<file path="src/rtl/lab_pkg.sv">
// Shared display-side types and code points for the lab codebase.
// Seven-segment decoders treat codes 0-9 as numerals plus the two special indices below.
package lab_pkg;

    localparam logic [4:0] SEVSEG_BLANK_INDEX = 5'd16;
    localparam logic [4:0] SEVSEG_LINE_INDEX  = 5'd17;

    typedef logic [4:0] sevseg_code_t;

    typedef enum logic [1:0] {
        FMT_IDLE,
        FMT_CONVERT,
        FMT_FORMAT
    } fmt_state_t;

endpackage

</file>
<file path="src/rtl/bcd_shift_step.sv">
// One combinational double-dabble step: add-3 on every nibble >= 5,
// then shift {bcd, magnitude} left by one bit.
module bcd_shift_step #(
    parameter int BCD_DIGITS = 5,
    parameter int DATA_WIDTH = 16
) (
    input  logic [BCD_DIGITS*4-1:0] bcd_in,
    input  logic [DATA_WIDTH-1:0]   mag_in,
    output logic [BCD_DIGITS*4-1:0] bcd_out,
    output logic [DATA_WIDTH-1:0]   mag_out
);

    logic [BCD_DIGITS*4-1:0] bcd_adj;

    always_comb begin
        bcd_adj = bcd_in;
        for (int i = 0; i < BCD_DIGITS; i++) begin
            if (bcd_in[i*4 +: 4] >= 4'd5) begin
                bcd_adj[i*4 +: 4] = bcd_in[i*4 +: 4] + 4'd3;
            end
        end
    end

    assign {bcd_out, mag_out} = {bcd_adj, mag_in} << 1;

endmodule

</file>
<file path="src/rtl/sevseg_decimal_formatter.sv">
// Binary (signed or unsigned) to per-digit seven-segment codes via sequential double-dabble,
// with leading-zero blanking, a minus sign and an all-dashes overflow indication.
module sevseg_decimal_formatter
    import lab_pkg::*;
#(
    parameter int DATA_WIDTH = 16,
    parameter int NUM_DIGITS = 6,
    parameter int SIGNED     = 1
) (
    input  logic                                clk,
    input  logic                                reset,
    input  logic [DATA_WIDTH-1:0]               in_value,
    input  logic                                in_valid,
    output logic                                in_ready,
    output sevseg_code_t [NUM_DIGITS-1:0]       digit_codes,
    output logic                                out_valid,
    output fmt_state_t                          dbg_state
);

    localparam int BCD_DIGITS = (DATA_WIDTH * 3) / 10 + 1;
    localparam int EXT_DIGITS = (BCD_DIGITS > NUM_DIGITS) ? BCD_DIGITS : NUM_DIGITS;
    localparam int CW         = $clog2(DATA_WIDTH + 1);
    localparam logic [CW-1:0] LAST_STEP = CW'(DATA_WIDTH - 1);

    fmt_state_t              state_q, state_d;
    logic                    sign_q;
    logic [DATA_WIDTH-1:0]   mag_q, mag_nxt;
    logic [BCD_DIGITS*4-1:0] bcd_q, bcd_nxt;
    logic [CW-1:0]           cnt_q;

    logic [EXT_DIGITS*4-1:0] bcd_ext;
    int                      msd;
    logic                    show_minus;
    logic                    overflow;
    sevseg_code_t [NUM_DIGITS-1:0] codes_d;

    // Handshake: a value transfers on a rising edge where in_valid && in_ready;
    // in_ready is a pure decode of the registered state, so it never depends on in_valid.
    assign in_ready  = (state_q == FMT_IDLE);
    assign dbg_state = state_q;

    bcd_shift_step #(
        .BCD_DIGITS(BCD_DIGITS),
        .DATA_WIDTH(DATA_WIDTH)
    ) u_step (
        .bcd_in (bcd_q),
        .mag_in (mag_q),
        .bcd_out(bcd_nxt),
        .mag_out(mag_nxt)
    );

    always_comb begin
        state_d = state_q;
        case (state_q)
            FMT_IDLE:    if (in_valid) state_d = FMT_CONVERT;
            FMT_CONVERT: if (cnt_q == LAST_STEP) state_d = FMT_FORMAT;
            FMT_FORMAT:  state_d = FMT_IDLE;
            default:     state_d = FMT_IDLE;
        endcase
    end

    // Digit formatting from the finished BCD: numerals up to the top nonzero digit.
    always_comb begin
        bcd_ext = '0;
        bcd_ext[BCD_DIGITS*4-1:0] = bcd_q;
        msd = 0;
        for (int i = 0; i < BCD_DIGITS; i++) begin
            if (bcd_q[i*4 +: 4] != 4'd0) msd = i;
        end
        show_minus = sign_q && (bcd_q != '0);
        overflow   = (msd + 1 + (show_minus ? 1 : 0)) > NUM_DIGITS;
        codes_d    = '0;
        for (int i = 0; i < NUM_DIGITS; i++) begin
            if (overflow)                           codes_d[i] = SEVSEG_LINE_INDEX;
            else if (i <= msd)                      codes_d[i] = {1'b0, bcd_ext[i*4 +: 4]};
            else if (show_minus && (i == msd + 1))  codes_d[i] = SEVSEG_LINE_INDEX;
            else                                    codes_d[i] = SEVSEG_BLANK_INDEX;
        end
    end

    always_ff @(posedge clk or posedge reset) begin
        if (reset) begin
            state_q   <= FMT_IDLE;
            sign_q    <= 1'b0;
            mag_q     <= '0;
            bcd_q     <= '0;
            cnt_q     <= '0;
            out_valid <= 1'b0;
            for (int i = 0; i < NUM_DIGITS; i++) digit_codes[i] <= SEVSEG_BLANK_INDEX;
        end else begin
            state_q   <= state_d;
            out_valid <= 1'b0;
            case (state_q)
                FMT_IDLE: begin
                    if (in_valid) begin
                        // Negation at full width keeps the most negative value's magnitude exact.
                        sign_q <= (SIGNED != 0) && in_value[DATA_WIDTH-1];
                        mag_q  <= ((SIGNED != 0) && in_value[DATA_WIDTH-1]) ?
                                  (~in_value + 1'b1) : in_value;
                        bcd_q  <= '0;
                        cnt_q  <= '0;
                    end
                end
                FMT_CONVERT: begin
                    bcd_q <= bcd_nxt;
                    mag_q <= mag_nxt;
                    cnt_q <= cnt_q + 1'b1;
                end
                FMT_FORMAT: begin
                    digit_codes <= codes_d;
                    out_valid   <= 1'b1;
                end
                default: ;
            endcase
        end
    end

endmodule
</file>
<file path="config.mk">
export PLATFORM = sky130hd
export DESIGN_NAME = sevseg_decimal_formatter
export DESIGN_NICKNAME = d
export VERILOG_FILES = /design/src/rtl/lab_pkg.sv /design/src/rtl/bcd_shift_step.sv /design/src/rtl/sevseg_decimal_formatter.sv
export SDC_FILE = /design/constraint.sdc
export NUM_CORES = 1
export LEC_CHECK = 0
export BUFFER_PORTS_ARGS = -buffer_cell sky130_fd_sc_hd__buf_2
export CAP_MARGIN = 0
export CORE_MARGIN = 2
export CORE_UTILIZATION = 30
export DETAILED_ROUTE_END_ITERATION = 16
export RECOVER_POWER = 25
export SYNTH_ARGS = -nofsm -noshare
export SYNTH_HDL_FRONTEND = slang
export SYNTH_SLANG_ARGS = --single-unit
</file>
<file path="constraint.sdc">
create_clock -name clk -period 4.4 [get_ports clk]
set_input_delay 0.66 -clock clk [delete_from_list [all_inputs] [get_ports clk]]
set_output_delay 0.66 -clock clk [all_outputs]
set_load 0.005 [all_outputs]
</file>
==> results.md <==
* Hpwl dp at 5460 um
* Worst reg2reg startpoint: dbg_state[0]
* R2r endpoint: digit_codes[29]
* GR peak layer: met2
* Ys flop type: dfrtp_1
* Worst setup endpoint: digit_codes[29]
* Most frequent cells after synthesis: 74 x nand2_1, 66 x dfrtp_1, 43 x o21ai_0
* Post-synth cell types at 40
* Slew @ Worst Pin at 1.28 ns
* Synth area leaders: dfrtp_1 45%, nand2_1 7.6%, o21ai_0 5.9%
* Cell type with the highest aggregate area in the netlist: dfrtp_1
* Sequential share of the synthesized area at 0.496
* Clock slew at reported path FFs at 0.05 ns
* Synth top area share at 0.453
* Total global routing overflow at 0
* Max clock buf depth at 2
* Tot Pwr at 2730 uW
* Slew Limit Fails at 0
* Maxcap violations at 0
* Die Span X at 114 um
* Final Hold Vio Count at 0
* Reg2reg path depth at 4
* H-tree Lvls at 3
* Antenna viol nets, final at 0
* Clk root buf: clkbuf_16
* Crit share post-route at 0.541
* Status: finished, final reports clean
* Total GRT Usage at 0.125
* Arrival time at the worst endpoint at 2.63 ns
* Req. time, crit path at 4.65 ns
* Largest net degree at the start of global routing at 40
* Setup crit end kind: register
* Worst-Skew Late Latency at 0.33 ns
* Via Count at 2889
* Unrepaired setup endpoints after global routing: false
* Critical Path Fanout Max at 31
* WL/cell at 13.1 um
* Met2 Usage GRT at 0.185
* Cell Rows at 40
* Hold Buf Count CTS at 0
* CP startpoint: dbg_state[0]
* Antenna violations before repair at 0
* GR Util met3 at 0.0408
* Leak at 0.00202 uW
* Synthesized area at 3650 um^2
* EDFF count, synth at 0
* Initial Util at 0.305
* Layout area overhead at 18.8%
* Met1 GRT Util at 0.179
* First-pass GRT wire length at 13100 um
* Drt pass-1 iters at 5
* Core region area at 12000 um^2
* Final setup TNS at 0 ns
* Crit path kind: reg2reg
* Count of final setup violators at 0
* Post-cts sizing count at 0
* Layout Skew at 0.00681 ns
* DRC violations left at 0
* Max Clk Rate at 420 MHz
* Startpoint types: register
* Pwr dens at 631 nW/um^2
* Routed wire length at 7730 um
* Rel. slew slack at 0.144
* Avg Cell Area, Syn at 9.23 um^2
* Starting DRT DRC Count at 149
* Antenna Cells at 0
* YS warnings at 0
* CTS buffer count at 9
* Post-CTS setup buffers at 0
* Routability cong. at 0.781
* Post-Syn Instances at 395
* Final min period at 2.38 ns
* Port Buffer Count at 49
* Most numerous cell in the Yosys netlist: nand2_1
* Worst vdd ir at 0.244 mV
* Post-synthesis register bit count at 72
* Sink Count at 72
* Hold Path Class: reg2reg
* I/O pins at 53
* Async S/R FF share, synth at 1.00
* Die span in y at 114 um
* Die ar. at 13100 um^2
* Hold_ws at 0.458 ns
* Hold Path Stages at 2
* TritonCTS clock tree: yes
* Layout cells sized above 1 at 0.174
* Reg2Reg Setup Slack at 2.02 ns
* Nets at 472
* Via density at 4.90
* Number of global-route vias before repair at 2670
==> metrics by stage <==
step           cell area [um^2]  worst slack, ns  cells  utilization
6_report                   4330             2.02    590        0.362
5_1_grt                    4330             1.70    590        0.362
4_1_cts                    4340             2.00    590        0.362
3_5_place_dp               4010             1.99    574        0.335
3_3_place_gp               4010             2.03    574        0.335
2_1_floorplan              3650             1.93    397            -
==> metal layers <==
| metal | vias up | wire length (um) |
|---|---|---|
| met3 | 5 | 505 |
| met2 | 87 | 3340 |
| met5 | - | 0 |
| li1 | 1454 | - |
| met1 | 1343 | 3840 |
| met4 | 0 | 52 |
==> power breakdown <==
part	leakage, uW	internal (uW)	switching, uW
Sequential	0.000898	876	195
Clock	0.000156	512	269
Combinational	0.000963	370	509
==> cell usage in the layout, fill, tap and decap left out, types with 2 or more instances in the layout <==
master,n
or2_2,2
conb_1,3
buf_2,45
o21ai_1,4
xnor2_1,6
ha_1,15
a22oi_1,10
or4_4,2
a31oi_1,2
nand4b_1,2
nand2_1,74
a32o_1,5
buf_4,3
and3_1,2
o31ai_1,11
clkbuf_16,9
inv_1,16
o21ai_0,43
nand3_1,24
dfstp_2,6
a21oi_1,17
nor3b_1,4
o41ai_1,2
clkbuf_1,5
nor2b_1,3
nor2_1,21
nand2b_1,8
dfrtp_1,66
bufinv_16,2
o32ai_1,2
xor2_1,13
==> worst min path at each step <==
stage                   startpoint             end
global route        digit_codes[9]  digit_codes[9]
floorplan           digit_codes[9]  digit_codes[9]
CTS                 digit_codes[9]  digit_codes[9]
detailed placement  digit_codes[9]  digit_codes[9]
finish              digit_codes[9]  digit_codes[9]
global placement    digit_codes[9]  digit_codes[9]
==> state kept, by name, summed over array words and instances, names as in the netlist <==
name         count
bcd_q           20
cnt_q            5
dbg_state        2
digit_codes     27
mag_q           16
out_valid        1
sign_q           1
==> final cells by class <==
class                      instances  area (um^2)
fill                            1214         7630
clock buffer                      11          243
tap                              147          184
clock inverter                     5         81.3
timing repair buffer              52          263
sequential                        72         1810
multi-input combinational        287         1690
inverter                          16         60.1
==> logic make-up after synthesis <==
| logic type | share of synthesized area |
|---|---|
| flops | 0.496 |
| mux | 0.00275 |
| simple gates | 0.196 |
| buf+inv | 0.0422 |
| fa+ha+maj | 0.0515 |
| other cells | 0.00103 |
| xor+xnor | 0.0456 |
| compound gates | 0.164 |
==> critical path: stages, from the launching register on <==
cell	delay, ns
dfrtp_1	0.48
inv_1	0.11
nand2_1	0.72
inv_1	0.57
or2_2	0.43
Note: power is estimated with default switching activity, not from simulation.
